$ cat src/rtl/countdown_timer.sv
// countdown_timer: hours/minutes/seconds countdown with load, start and pause.
//   CLK                  rising-edge clock
//   RST_N                asynchronous active-low reset
//   Tick                 one-second qualifier, consumed only while running
//   Load, Load_Hours/Mins/Secs   preset request and value (binary)
//   Start, Pause         run control
//   Hours, Mins, Secs    registered remaining time
//   Busy                 running or paused
//   Done                 one-cycle pulse when the count reaches 0:00:00
//   Expired              count has run out; only a valid Load leaves
//   Load_Err             one-cycle pulse on a rejected Load
module countdown_timer (
  input  logic       CLK,
  input  logic       RST_N,
  input  logic       Tick,
  input  logic       Load,
  input  logic [5:0] Load_Hours,
  input  logic [5:0] Load_Mins,
  input  logic [5:0] Load_Secs,
  input  logic       Start,
  input  logic       Pause,
  output logic [5:0] Hours,
  output logic [5:0] Mins,
  output logic [5:0] Secs,
  output logic       Busy,
  output logic       Done,
  output logic       Expired,
  output logic       Load_Err
);

  localparam int unsigned FW = 6;

  typedef enum logic [1:0] {
    IDLE    = 2'd0,
    RUN     = 2'd1,
    PAUSED  = 2'd2,
    EXPIRED = 2'd3
  } state_t;

  state_t          state, state_n;
  logic [FW-1:0]   hours_n, mins_n, secs_n;
  logic            done_n, load_err_n;
  logic            load_ok;
  logic            count_nz;
  logic            last_sec;

  // A preset must be a legal time of day and cannot interrupt a running count.
  assign load_ok  = (Load_Hours <= FW'(23)) && (Load_Mins <= FW'(59)) &&
                    (Load_Secs <= FW'(59)) && (state != RUN);
  assign count_nz = (Hours != '0) || (Mins != '0) || (Secs != '0);
  // The decrement about to be applied lands on 0:00:00.
  assign last_sec = (Hours == '0) && (Mins == '0) && (Secs == FW'(1));

  // State and registered outputs; Busy/Expired track the registered state.
  always_ff @(posedge CLK or negedge RST_N) begin
    if (!RST_N) begin
      state    <= IDLE;
      Hours    <= '0;
      Mins     <= '0;
      Secs     <= '0;
      Busy     <= 1'b0;
      Done     <= 1'b0;
      Expired  <= 1'b0;
      Load_Err <= 1'b0;
    end else begin
      state    <= state_n;
      Hours    <= hours_n;
      Mins     <= mins_n;
      Secs     <= secs_n;
      Busy     <= (state_n == RUN) || (state_n == PAUSED);
      Done     <= done_n;
      Expired  <= (state_n == EXPIRED);
      Load_Err <= load_err_n;
    end
  end

  // Next-state and next-count logic; Load outranks Start/Pause.
  always_comb begin
    state_n    = state;
    hours_n    = Hours;
    mins_n     = Mins;
    secs_n     = Secs;
    done_n     = 1'b0;
    load_err_n = 1'b0;

    if (Load) begin
      if (load_ok) begin
        hours_n = Load_Hours;
        mins_n  = Load_Mins;
        secs_n  = Load_Secs;
        state_n = IDLE;
      end else begin
        load_err_n = 1'b1;
      end
    end else begin
      case (state)
        IDLE: begin
          if (Start && count_nz) state_n = RUN;
        end
        PAUSED: begin
          if (Start && !Pause && count_nz) state_n = RUN;
        end
        RUN: begin
          if (Pause) begin
            state_n = PAUSED;
          end else if (Tick) begin
            if (Secs != '0) begin
              secs_n = Secs - FW'(1);
            end else if (Mins != '0) begin
              mins_n = Mins - FW'(1);
              secs_n = FW'(59);
            end else if (Hours != '0) begin
              hours_n = Hours - FW'(1);
              mins_n  = FW'(59);
              secs_n  = FW'(59);
            end
            if (last_sec) begin
              state_n = EXPIRED;
              done_n  = 1'b1;
            end
          end
        end
        EXPIRED: begin
          // Count already rests at zero; nothing but a valid Load matters.
        end
        default: state_n = IDLE;
      endcase
    end
  end

endmodule

$ cat config.mk
export PLATFORM = sky130hd
export DESIGN_NAME = countdown_timer
export DESIGN_NICKNAME = d
export VERILOG_FILES = /design/src/rtl/countdown_timer.sv
export SDC_FILE = /design/constraint.sdc
export NUM_CORES = 1
export LEC_CHECK = 0
export CORE_MARGIN = 1.5
export CORE_UTILIZATION = 35
export DETAILED_ROUTE_END_ITERATION = 7
export GPL_TIMING_DRIVEN = 0
export SKIP_CTS_REPAIR_TIMING = 1
export SLEW_MARGIN = 20
export SYNTH_ARGS = -nofsm -noshare
export SYNTH_HDL_FRONTEND = slang
export SYNTH_SLANG_ARGS = --single-unit
$ cat constraint.sdc
create_clock -name CLK -period 2.5 [get_ports CLK]
set_clock_uncertainty 0.1 [all_clocks]
set_input_delay 0.625 -clock CLK [delete_from_list [all_inputs] [get_ports CLK]]
set_output_delay 0.625 -clock CLK [all_outputs]
set_load 0.03 [all_outputs]
# ---- After elaboration in Yosys (flattened, before gate mapping)
# Cells that the tools add are included.
dict set report word_totals {
  regBits 24
  wordCells 89
}
dict set report classes {
  add_sub_neg 3
  order_cmp 3
  n_eq_ne 11
  mux 38
  reduce_logical 26
}
# cell count
set op_table {}
lappend op_table {{$mux 6} 23}
lappend op_table {{$reduce_bool 6->1} 3}
lappend op_table {{$sub 6x1->6 const B} 3}
lappend op_table {{$mux 2} 7}
lappend op_table {{$le 6x6->1 const B} 2}
lappend op_table {{$logic_not 6->1} 2}
lappend op_table {{$logic_and 1x1->1} 8}
lappend op_table {{$mux 1} 7}
lappend op_table {{$reduce_and 7->1} 1}
lappend op_table {{$eq 2x2->1 const B} 3}
lappend op_table {{$eq 6x1->1 const B} 1}
lappend op_table {{$le 6x5->1 const B} 1}
lappend op_table {{$ne 2x2->1 const B} 3}
lappend op_table {{$pmux 2 s3} 1}
lappend op_table {{$reduce_and 6->1} 1}
lappend op_table {{$reduce_bool 2->1} 3}
lappend op_table {{$reduce_and 5->1} 1}
lappend op_table {{$eq 2x1->1 const B} 2}
lappend op_table {{$ne 2x1->1 const B} 2}
lappend op_table {{$reduce_bool 4->1} 1}
lappend op_table {{$logic_or 1x1->1} 3}
lappend op_table {{$reduce_bool 3->1} 1}
lappend op_table {{$logic_not 2->1} 1}
lappend op_table {{$logic_not 1->1} 1}

# ---- Longest topological paths before layout
dict set report depth {
  depth_word 10
  mapped_depth 8
  ltp_nobuf 8
}

# ---- Worst setup path before layout
# No wires, ideal clock.
dict set report synth_timing {
  path_kind {flip-flop to flip-flop}
  start {reg Hours[0]}
  end {reg Busy}
  setup_time_ns 0.126
  arrival_time_ns 2.143
  required_time_ns 2.274
  path_slack_ns 0.131
  stages_incl_launch_ff 9
  n_path_buf 0
  synth_period_minus_slack_ns 2.369
  cell_sequence {dfrtp_1 -> inv_1 -> ha_1 -> nor4b_2 -> nand4b_1 -> o21ai_0 -> nor2_1 -> o221a_2 -> ha_1}
}
dict set report synth_via {
  elab_chain_cells 10
  elab_cells_between_ends 18
}
# item line_no
set synth_lines {}
lappend synth_lines {{from (decl)} 22} ;# output logic [5:0] Hours,
lappend synth_lines {{from (signal assigned)} 67} ;# Hours <= hours_n;
lappend synth_lines {{$logic_not 6->1} 52} ;# assign last_sec = (Hours == '0) && (Mins == '0) && (Secs == FW'(1));
lappend synth_lines {{$logic_and 1x1->1 (2 in a row)} 52}
lappend synth_lines {{$mux 2} 117} ;# if (last_sec) begin
lappend synth_lines {{$mux 2} 106} ;# end else if (Tick) begin
lappend synth_lines {{$mux 2} 104} ;# if (Pause) begin
lappend synth_lines {{$pmux 2 s3 *} 96} ;# case (state)
lappend synth_lines {{$mux 2 *} 86} ;# if (Load) begin
lappend synth_lines {{net state_n[0]} 40} ;# state_t state, state_n;
lappend synth_lines {{$eq 2x1->1 or $eq 2x2->1 (tied branches)} 70} ;# Busy <= (state_n == RUN) || (state_n == PAUSED);
lappend synth_lines {{$logic_or 1x1->1 *} 70}
lappend synth_lines {{to (signal assigned)} 70}
lappend synth_lines {{to (decl)} 25} ;# output logic Busy,
# Mark *: on every way through the listed nets, which the timed path passes. The rest lies on a longest branch.
# A chain may end at the register's enable or synchronous reset.

# ---- Final worst setup path
# Same ends and word-level chain as after synthesis.

==> results.txt <==
Total CTS buffers - 3
Drt drc - 0
Die Y - 69.3 um
Worst Path Required - 2.55 ns
Setup crit end kind - flop
Placed insts - 271
Fin. Hold Viols - 0
Post-synthesis mux area share - 3.41%
HPWL after DPL - 3370 um
Period minus WS final - 2.47 ns
Max Clock Freq - 405 MHz
Max cap viols - 0
Initial DRC count - 101
Most numerous cell in the Yosys netlist - nor2_1
Clock group share of total power - 13.1%
Antenna diode count - 0
Clock Latency Late Sink - 0.26 ns
Antenna Violating Nets Remaining - 0
DR vias - 1,590
Non-filler cells, final - 278
# fillers - 393
Vias in the first global route - 1,630
Placed Area - 2050 um^2
Number of port buffers - 45
Status - finished clean
Final worst path period share - 98.9%
Worst Tran Pin Value - 0.717 ns
Area of the multi-input gates - 905 um^2
Clock Sinks - 24
Area share of the largest cell type after synthesis - 39.0%
#FFs+latches synth - 24
Met1 Use GR - 25.8%
Maximum vdd drop - 0.514 mV
WL final - 4600 um
RSZ-0062 raised after global routing - true
Area grow syn2layout - 41.3%
Adder-cell area share of the yosys netlist - 5.69%
Number of enable flip-flop cells after synthesis - 0
Max-slew headroom - 52.2%
Wire per inst - 16.5 um
Clk slew on worst S/H paths - 0.09 ns
Max Buffers Root-to-Sink - 2
Library cells used by synthesis - 45
Worst-path fanout max - 6
Setup CP Type - reg -> reg
Hold crit path type - in -> async
Sw frac - 44.1%
Total power - 2.04 mW
Final RePlAce weighted congestion - 0.896
Synth Instances - 176
Leakage - 0.897 nW
Hold Slack - 0.242 ns
First-pass GRT wire length - 7600 um
Die W - 69.3 um
Syn avg cell area - 8.75 um^2
Synth area leaders - dfrtp_1 (39%), nor2_1 (6.3%), ha_1 (5.7%)
DR pass1 iterations - 4
Sequential standard cell area - 601 um^2
Register share of total power - 34.6%
Core Region - 4120 um^2
Layout cell share with drive strength beyond 1 - 11.0%
Nets - 260
Cell taking the most area after synthesis - dfrtp_1
Logic pwr share - 52.3%
Post-Synth Simple-Gate Area - 22.9%
Setup_tns - 0 ns
# rows - 23
Synth Flop Type - dfrtp_1
Total grt overflow - 0
Busiest grt layer - met2
Via density - 5.72
Sequential share of the synthesized area - 39.0%
CTS tree - built
Final setup fails - 0
Die Footprint - 4810 um^2
FFs w/ async S/R, synth - 100%
Initial Util - 37.4%
Sw power - 0.898 mW
Htree depth - 1
Boundary pin count - 46
Final Max Slew Viols - 0
Total GRT Usage - 19.5%
Mapped cell area - 1540 um^2
Area fraction in compound gates after synthesis - 23.2%
Startpoint Class - flop
Power per cell area - 935 nW/um^2
Arrival time of the worst setup path - 2.53 ns
Syn_nets - 207
Largest family of logic cells by synthesized area - compound AO/OA/AOI/OAI gates
Synth Warn # - 0
Internal power - 1.14 mW
CTS root buf - clkbuf_8
Xor/xnor share of the synthesized area - 1.14%
Largest net degree at the start of global routing - 25
GR Util met3 - 3.63%
Met2 Use GR - 31.9%
Final instance area - 2180 um^2
Top cells by count, synth - nor2_1 (26), dfrtp_1 (24), inv_1 (10), nand2_1 (10)
Antenna violations before repair - 0
==> per-layer routing <==
metal | share of wire [%] | vias up | wire length [um]
li1 | - | 761 | -
met1 | 46 | 760 | 2100
met2 | 47 | 63 | 2180
met3 | 5.7 | 6 | 261
met4 | 1.3 | 0 | 58
met5 | 0 | - | 0
==> worst max-delay path, stage by stage, from the launching register on <==
cell	delay, ns
dfrtp_1	0.45
inv_1	0.08
ha_1	0.25
nor4b_4	0.30
nand4b_1	0.30
o21ai_1	0.24
nor2_1	0.06
o221a_2	0.28
ha_1	0.29
==> power by group through the flow <==
stage / clock network (mW) / logic, mW / registers, mW
final: 0.266 / 1.06 / 0.705
after CTS: 0.272 / 1.04 / 0.690
after detailed placement: 0 / 1.04 / 0.692
after global routing: 0.293 / 1.14 / 0.728
after global placement: 0 / 1.02 / 0.688
after floorplan: 0 / 0.387 / 0.914
==> worst paths after layout <==
path	to	cells past startpoint	from	slack, ns
min in group CLK	state[1]	2	state[1]	0.47
worst max-delay path	Busy	8	Hours[0]	0.03
max in group asynchronous	Mins[0]	1	RST_N	1.69
worst max register to register	Busy	8	Hours[0]	0.03
worst min-delay path	Expired	1	RST_N	0.24
worst min register to register	state[1]	2	state[1]	0.47
==> per-stage QoR <==
stage | utilization, % | worst slack, ns
floorplan | - | 0.131
global placement | 49.9 | -0.468
detailed placement | 49.8 | -0.570
CTS | 51.1 | -0.259
global route | 52.9 | -0.0240
finish | 52.9 | 0.0282
==> cell usage in the layout, fill, tap and decap left out, types with 2 or more instances in the layout <==
cell type         n
mux2_2            2
clkbuf_8          4
clkdlybuf4s50_1  43
mux2i_1           3
o41ai_1           4
a21oi_1           8
nand2_1          10
o21ai_0           8
nor2_1           26
nand4_1           2
dfrtp_1          24
a31oi_1           2
buf_2             2
clkbuf_4          2
clkbuf_2          3
or3_1             3
o21ai_1           2
inv_1            10
o31ai_1           2
ha_1              7
a2bb2oi_1         6
a32oi_1           2
buf_4             4
nand3_1           5
nand2b_1          2
nor3b_1           2
nor3_1            9
o22ai_1           3
a211oi_1          2
o22a_1            2
nand4b_1          2
==> sequential cells by signal, indices dropped and copies added (netlist names) <==
signal / count
state: 2
Load_Err: 1
Done: 1
Secs: 6
Busy: 1
Hours: 6
Expired: 1
Mins: 6
==> area by class of cell <==
| class | count | share of cell area [%] |
|---|---|---|
| Buffer | 8 | 2.13 |
| Clock buffer | 4 | 2.53 |
| Inverter | 10 | 1.72 |
| Multi-Input combinational cell | 134 | 41.6 |
| Sequential cell | 24 | 27.6 |
| Tap cell | 50 | 2.87 |
| Timing Repair Buffer | 48 | 21.6 |
==> cell families (layout without fill, tap and decap cells) <==
kind of cell | Yosys count | after routing
adders and majority gates | 7 | 7
DFF | 24 | 24
buffers and inverters | 18 | 70
AOI/OAI and AO/OA | 51 | 51
xor gates and xnor gates | 2 | 2
and+or+nand+nor | 69 | 69
muxes | 5 | 5
Power figures use the tool's default switching activity.
